File: config.mk
export PLATFORM = sky130hd
export DESIGN_NAME = fp_divider
export DESIGN_NICKNAME = d
export VERILOG_FILES = /design/src/rtl/fp_divider.sv
export SDC_FILE = /design/constraint.sdc
export NUM_CORES = 1
export LEC_CHECK = 0
export ABC_AREA = 1
export CAP_MARGIN = 20
export CELL_PAD_IN_SITES_DETAIL_PLACEMENT = 0
export CELL_PAD_IN_SITES_GLOBAL_PLACEMENT = 1
export CORE_MARGIN = 4
export CORE_UTILIZATION = 39
export DETAILED_ROUTE_END_ITERATION = 8
export PLACE_DENSITY_LB_ADDON = 0.1
export SYNTH_ARGS = -nofsm -noshare
export SYNTH_HDL_FRONTEND = slang
export SYNTH_SLANG_ARGS = --single-unit
File: constraint.sdc
create_clock -name clk -period 5.8 [get_ports clk]
set_input_delay 0.58 -clock clk [delete_from_list [all_inputs] [get_ports clk]]
set_output_delay 0.58 -clock clk [all_outputs]
set_load 0.03 [all_outputs]
File: src/rtl/fp_divider.sv
// Sequential single-precision divider, z = x / y, one quotient bit per enabled cycle.
// Shares the run/en/stall handshake of the shift-add FP multiplier.
module fp_divider (
  input  logic        clk,
  input  logic        rst,
  input  logic        run,
  input  logic        en,
  input  logic [31:0] x,
  input  logic [31:0] y,
  output logic        stall,
  output logic [31:0] z
);

  localparam logic [4:0] LAST = 5'd26;

  logic [4:0]  s;
  logic [25:0] rem, quo;

  logic [23:0] mx, my;
  logic [25:0] r, d, sel, qprev;
  logic        qbit;

  assign mx    = {1'b1, x[22:0]};
  assign my    = {1'b1, y[22:0]};
  assign r     = (s == 5'd0) ? {2'b00, mx} : rem;
  assign d     = r - {2'b00, my};
  assign qbit  = ~d[25];
  assign sel   = qbit ? d : r;
  assign qprev = (s == 5'd0) ? 26'd0 : quo;
  assign stall = run & (s != LAST);

  // R/Q only advance while bits are still being produced, so the result
  // stays put while run is held with S parked at 26.
  always_ff @(posedge clk or negedge rst) begin
    if (!rst) begin
      s   <= 5'd0;
      rem <= 26'd0;
      quo <= 26'd0;
    end else if (en) begin
      s <= run ? ((s == LAST) ? LAST : s + 5'd1) : 5'd0;
      if (run && s != LAST) begin
        rem <= {sel[24:0], 1'b0};
        quo <= {qprev[24:0], qbit};
      end
    end
  end

  logic [24:0]        m;
  logic               carry;
  logic [22:0]        frac;
  logic [7:0]         xe, ye;
  logic               sign;
  logic signed [9:0]  e;

  assign m    = quo[25] ? quo[25:1] : quo[24:0];
  // m+1 carries out of 25 bits only when m is all ones; otherwise the
  // rounded fraction is (m+1)>>1 restricted to 23 bits.
  assign carry = &m;
  assign frac  = carry ? 23'd0 : (m[23:1] + {22'd0, m[0]});
  assign xe    = x[30:23];
  assign ye    = y[30:23];
  assign sign  = x[31] ^ y[31];
  assign e     = $signed({2'b00, xe} - {2'b00, ye} + 10'd126
                         + {9'd0, quo[25]} + {9'd0, carry});

  always_comb begin
    z = {sign, e[7:0], frac};
    if (xe == 8'd0)             z = 32'd0;
    else if (ye == 8'd0)        z = {sign, 8'hFF, 23'd0};
    else if (e >= 10'sd255)     z = {sign, 8'hFF, 23'd0};
    else if (e <= 10'sd0)       z = 32'd0;
  end

endmodule

==> summary.md <==
| Metric | Value |
|---|---|
| DRC violation total after the first TritonRoute iteration | 295 |
| Maximum fanout along the worst path | 29 |
| Primary flip-flop cell chosen by synthesis mapping | sky130_fd_sc_hd__dfrtp_1 |
| Number of antenna violations at the first check in global routing | 0 |
| Maximum buffer depth of the clock tree | 2 |
| Worst Path Class, Setup | flop to output port |
| Nature of the critical path startpoint | flop |
| Required time at the worst-slack endpoint | 5.22 ns |
| Final Hold Fails | 0 |
| Share of flip-flops with an asynchronous set or reset after synthesis | 1.00 |
| Post-CTS clock slew at the launch and capture registers of the worst setup and hold paths | 0.08 ns |
| Synth Area in Simple Gates | 0.423 |
| Power per cell area | 309 nW/um2 |
| Layout fillers | 1,814 |
| Clock tree from TritonCTS | yes |
| Combined global-route utilization of all metal layers | 0.190 |
| Total negative slack | 0 ns |
| Worst min path class | input port to asynchronous set/reset pin |
| Remaining design rule violation count | 0 |
| Average cell area after synthesis | 6.28 um2 |
| Die X-Extent | 139 um |
| Syn_nets | 1,177 |
| Share of the clock period used by the worst path | 0.911 |
| Detailed placement HPWL | 14,700 um |
| Gate count after technology mapping | 1,069 |
| Clock buffers created by TritonCTS | 5 |
| Ratio of cells with drive above 1 in the final layout | 0.113 |
| Detailed-router iteration count before antenna repair | 6 |
| CORE AREA | 16,800 um2 |
| Netlist Area Pre-Place | 6720 um2 |
| Number of register bits inferred by synthesis | 56 |
| Fraction of synthesized area in multiplexers | 0 |
| Port buffer count | 100 |
| Layout overhead on the synthesized area | 17.9% |
| Number of levels the H-tree was split into | 2 |
| Static leakage | 3.76 nW |
| Fraction of the core area covered by cells at the end of the flow | 0.473 |
| Combinational family with the most area after synthesis | simple AND/OR/NAND/NOR gates |
| Compound-cell area share of the yosys netlist | 0.128 |
| Final Slew Violations | 0 |
| CP Capture Type | output port |
| Time the worst path needs with I/O delays and setup | 5.28 ns |
| Post-synthesis share of cell area spent on xor and xnor gates | 0.0404 |
| Placer Congestion | 0.924 |
| Total instance count after detailed placement | 1,361 |
| Worst-skew pair later-pin latency | 0.30 ns |
| Overflow left after global routing | 0 |
| Final setup violating endpoints | 0 |
| Share of synthesized cell area in full adder, half adder and majority cells | 0.0779 |
| Number of synthesized flops with an enable pin | 0 |
| Worst rel slew slack | 0.395 |
| Seq/Total Area, Yosys | 0.209 |
| Final antenna diode count | 0 |
| Die span in y | 139 um |
| Synthesis warning total | 0 |
| Clock root buffer | sky130_fd_sc_hd__clkbuf_16 |
| Area contributors post-synth | sky130_fd_sc_hd__dfrtp_1 21%, sky130_fd_sc_hd__nand2_1 16%, sky130_fd_sc_hd__inv_1 8.4% |
| Final layout net count | 1,256 |
| Top cell type's share of synthesized area | 0.209 |
| Max capacitance violation total | 0 |
| First-pass GRT wire length | 31,400 um |
| Post CTS Setup Buffer Count | 0 |
| Worst path arrival time | 4.70 ns |
| Via count normalized by instance count | 5.01 |
| Achievable Freq | 0.189 GHz |
| Total cell area at the placement stage | 7760 um2 |
| Non-filler cells in the finished layout | 1,369 |
| Post-DRT Antenna Nets | 0 |
| Worst-Margin Slew | 0.906 ns |
| Final Cell Area | 7920 um2 |
| Initial core utilization | 0.401 |
| Number of hold buffers added after CTS | 0 |
| Status | finished clean |
| Cell taking the most area after synthesis | sky130_fd_sc_hd__dfrtp_1 |
| Worst setup skew after layout | 0.00755 ns |
| Clock Sink Count | 56 |
| Largest net degree at the start of global routing | 72 |
| I/O pin cnt | 101 |
| Standard-cell row count | 47 |
| Hold slack final | 0.414 ns |
| Maximum ir drop on the vdd rail | 0.173 mV |
| Via count of the first global-routing pass | 6,614 |
| Setup repair after global routing missed its margin | yes |
| Post-detailed-routing wire length | 18,500 um |
| Average wire per standard cell | 13.5 um |
| Distinct cell type count of the synthesized netlist | 42 |
| Die outline area | 19,400 um2 |
| Via total after detailed routing | 6,861 |
==> logic make-up (layout without fill, tap and decap cells) <==
logic type / count (synthesis) / in the layout
AND/OR/NAND/NOR: 594 / 594
AO/OA/AOI/OAI: 155 / 155
flip-flops: 56 / 56
adder cells (fa/ha/maj): 40 / 40
buffers and inverters: 193 / 273
XOR/XNOR: 31 / 31
==> sequential cells by signal, summed over array words and instances (netlist names) <==
register and flops:
s 5, rem 25, quo 26
==> power by group <==
group / switching [mW] / internal, mW
registers: 0.0479 / 0.486
clock network: 0.156 / 0.165
logic: 1.01 / 0.588
==> worst max-delay path, cell delays in order (launching register included) <==
cell                              delay (ns)
sky130_fd_sc_hd__dfrtp_1                0.38
sky130_fd_sc_hd__buf_4                  0.22
sky130_fd_sc_hd__o21ai_0                0.20
sky130_fd_sc_hd__ha_1                   0.24
sky130_fd_sc_hd__nand2_1                0.08
sky130_fd_sc_hd__nor2_2                 0.17
sky130_fd_sc_hd__inv_2                  0.07
sky130_fd_sc_hd__nor2_2                 0.15
sky130_fd_sc_hd__nand3_1                0.11
sky130_fd_sc_hd__nor4_1                 0.18
sky130_fd_sc_hd__nand4_1                0.20
sky130_fd_sc_hd__fa_1                   0.48
sky130_fd_sc_hd__ha_1                   0.21
sky130_fd_sc_hd__nand2_1                0.10
sky130_fd_sc_hd__inv_2                  0.05
sky130_fd_sc_hd__nand3_2                0.07
sky130_fd_sc_hd__nor2_1                 0.06
sky130_fd_sc_hd__nand3_2                0.10
sky130_fd_sc_hd__inv_1                  0.05
sky130_fd_sc_hd__nand3_1                0.06
sky130_fd_sc_hd__nand2_1                0.05
sky130_fd_sc_hd__nand2_1                0.13
sky130_fd_sc_hd__nand2_1                0.10
sky130_fd_sc_hd__nor2_2                 0.25
sky130_fd_sc_hd__a21oi_1                0.12
sky130_fd_sc_hd__clkdlybuf4s50_1        0.60
==> final cells by class <==
class / count / area (um2) / share of cell area
multi-input cells: 820 / 4500 / 0.569
flip-flops and latches: 56 / 1400 / 0.177
repair buffers: 107 / 993 / 0.125
inverters: 158 / 593 / 0.0749
well taps: 220 / 275 / 0.0348
clock buffers: 5 / 125 / 0.0158
clock inverters: 3 / 27.5 / 0.00348
==> per-layer routing <==
layer | track usage | up-vias | wire, um
met5 | 0 | - | 0
met4 | 0.0577 | 0 | 471
met3 | 0.0182 | 33 | 557
met2 | 0.333 | 126 | 8890
met1 | 0.248 | 3056 | 8630
li1 | - | 3646 | -
==> final timing paths <==
kind | startpoint | endpoint | slack (ns) | cells after the start
max | quo[25] | z[24] | 0.52 | 25
min | rst | rem[9] | 0.41 | 2
max reg2reg | s[0] | rem[18] | 1.59 | 22
min reg2reg | rem[22] | rem[22] | 0.47 | 2
max in group asynchronous | rst | quo[10] | 4.87 | 2
min in group clk | rem[22] | rem[22] | 0.47 | 2
==> Yosys cell counts (all sizes together) (3+ instances only) <==
cell type,n
nand3b,10
xnor2,14
inv,157
fa,3
o31ai,3
nand4,35
ha,37
xor2,17
nand2,294
a21o,6
buf,17
o21ai,98
dfrtp,56
or2,22
a21oi,39
nor3,35
clkbuf,18
nor4,5
nand3,115
nor2,78
==> what timing repair did <==
| item | 4_1_cts | 5_1_grt |
|---|---|---|
| endpoints found under the setup margin | 0 | 2 |
| endpoints found under the hold margin | 0 | 0 |
| resized for setup | 0 | 1 |
==> metrics by stage <==
step | power, mW | worst slack [ns]
2_1_floorplan | 1.76 | 1.06
3_3_place_gp | 2.15 | 0.896
3_5_place_dp | 2.14 | 0.799
4_1_cts | 2.48 | 0.476
5_1_grt | 2.72 | -0.00524
6_report | 2.45 | 0.515
==> cells in the final DEF (no fill, tap or decap), types with 9 or more instances in the layout <==
master / count
sky130_fd_sc_hd__xnor2_1: 14
sky130_fd_sc_hd__nand2_1: 283
sky130_fd_sc_hd__nor2_2: 9
sky130_fd_sc_hd__nand2_2: 10
sky130_fd_sc_hd__dfrtp_1: 56
sky130_fd_sc_hd__nor2_1: 67
sky130_fd_sc_hd__or2_2: 22
sky130_fd_sc_hd__clkdlybuf4s50_1: 75
sky130_fd_sc_hd__ha_1: 37
sky130_fd_sc_hd__nand3b_1: 10
sky130_fd_sc_hd__nor3_1: 12
sky130_fd_sc_hd__nor3_2: 23
sky130_fd_sc_hd__a21oi_1: 36
sky130_fd_sc_hd__inv_1: 150
sky130_fd_sc_hd__xor2_1: 17
sky130_fd_sc_hd__o21ai_0: 85
sky130_fd_sc_hd__nand4_1: 35
sky130_fd_sc_hd__nand3_1: 107
sky130_fd_sc_hd__buf_4: 30
Note: power is estimated with default switching activity, not from simulation.
==> RTL change, RTL diff (same settings) <==
Reset style: synchronous (`rst`), changed in one clocked block.
--- a/src/rtl/fp_divider.sv
+++ b/src/rtl/fp_divider.sv
@@ -32,5 +32,5 @@
   // R/Q only advance while bits are still being produced, so the result
   // stays put while run is held with S parked at 26.
-  always_ff @(posedge clk or negedge rst) begin
+  always_ff @(posedge clk) begin
     if (!rst) begin
       s   <= 5'd0;
Behaviour: differs if rst is asserted again (counterexample within 4 cycles, from zero or initial values and one cycle with rst low); with rst held inactive, the same outputs for 4 cycles.
==> RTL change against the original RTL <==
- area after synthesis is 4.1% lower
- setup slack worse by 0.11 ns
- global-route usage increased by 1.9 points
- total power down 32%
- sequential cell count unchanged
- routed wire length rose by 3.3%
- cell area down 2.5%
- hold slack improved by 0.051 ns
==> RTL change: results (changes against the original RTL) <==
----------------------------------------------------
[Placed design]
  Worst setup slack after placement ... 0.473 ns (-0.327 ns)
  Global placer's final weighted congestion ... 0.909 (-1.6%)
  Detailed-placement wirelength estimate ... 14800 um (+0.51%)

[Outcome]
  Run status ... finished clean

[Power and ir drop]
  Seq power ... 0.426 mW (-20%)
  Combinational share of power ... 0.550 (-0.101)

[Setup path]
  Max Fanout on Critical Path ... 15 (-48%)
  R2R Path End ... rem[24]
  Setup slack of the worst register-to-register path ... 1.38 ns (-0.21 ns)
  Worst reg2reg path startpoint ... s[0]

[Cells and area]
  Ratio of cells with drive above 1 in the final layout ... 0.0990 (-0.0142)
  Fillers ... 1748 (-3.6%)

[Drt]
  Drt first-iter violations ... 320 (+8.5%)
  Detail Route met2 WL ... 9080 um (+2.1%)
  Routed wire length on met3 ... 598 um (+7.4%)
  Drt wl/cell ... 13.9 um (+2.6%)
  Vias per Instance ... 5.01 (about the same)

[GRT]
  Pin count of the biggest net entering global routing ... 57 (-21%)
  First-pass GRT wire length ... 32000 um (+1.8%)
  Met3 GRT Util ... 0.0173 (-0.000902)
  Met2 GRT Util ... 0.373 (+0.0399)

[Yosys]
  Dominant register cell in the synthesized netlist ... sky130_fd_sc_hd__dfxtp_1
  Distinct cell type count of the synthesized netlist ... 47 (+12%)
  Total nets after synthesis ... 1193 (+1.4%)

[STA]
  Worst max-slew margin expressed relative to the limit ... 0.321 (-0.0739)

----------------------------------------------------
-- RTL change: changes by cell type after synthesis, sizes merged, moves of 14 or more --
cell / before / now
a211oi: 0 / 21
a21oi: 39 / 93
dfrtp: 56 / 0
dfxtp: 0 / 56
nor2: 78 / 95
nor3: 35 / 21
o21ai: 98 / 69
-- RTL change: cell type report --
cell class / instances / area [um2] / share of cell area
Tap cell: 216 / 270 / 0.0350
Sequential cell: 56 / 1120 / 0.145
Clock inverter: 3 / 21.3 / 0.00275
Clock buffer: 5 / 125 / 0.0162
Multi-Input combinational cell: 840 / 4560 / 0.591
Inverter: 153 / 574 / 0.0744
Timing Repair Buffer: 105 / 1040 / 0.135
-- RTL change: metrics by stage --
step,instance area [um2],cells
3_3_place_gp,7520,1370
3_5_place_dp,7520,1370
5_1_grt,7720,1378
4_1_cts,7670,1378
2_1_floorplan,6440,1085
6_report,7720,1378
-- RTL change: how the worst max path moves through the flow --
| stage | startpoint | to | slack, ns |
|---|---|---|---|
| 2_1_floorplan | quo[25] | z[10] | 1.48 |
| 3_3_place_gp | quo[25] | z[4] | 0.60 |
| 3_5_place_dp | quo[25] | z[4] | 0.47 |
| 4_1_cts | quo[25] | z[4] | 0.14 |
| 5_1_grt | quo[25] | z[16] | 0.006 |
| 6_report | quo[25] | z[16] | 0.41 |
-- RTL change: cells by family after synthesis --
kind of cell / count (synthesis) / synth area share
xor+xnor: 24 / 0.0326
flops: 56 / 0.174
buf+inv: 189 / 0.120
compound gates: 199 / 0.173
fa+ha+maj: 40 / 0.0812
simple gates: 577 / 0.419
-- RTL change: timing repair --
action                                  in CTS  in global routing
hold buffers                                 0                  0
gates resized for setup                      0                 19
endpoints found under the setup margin       0                 31
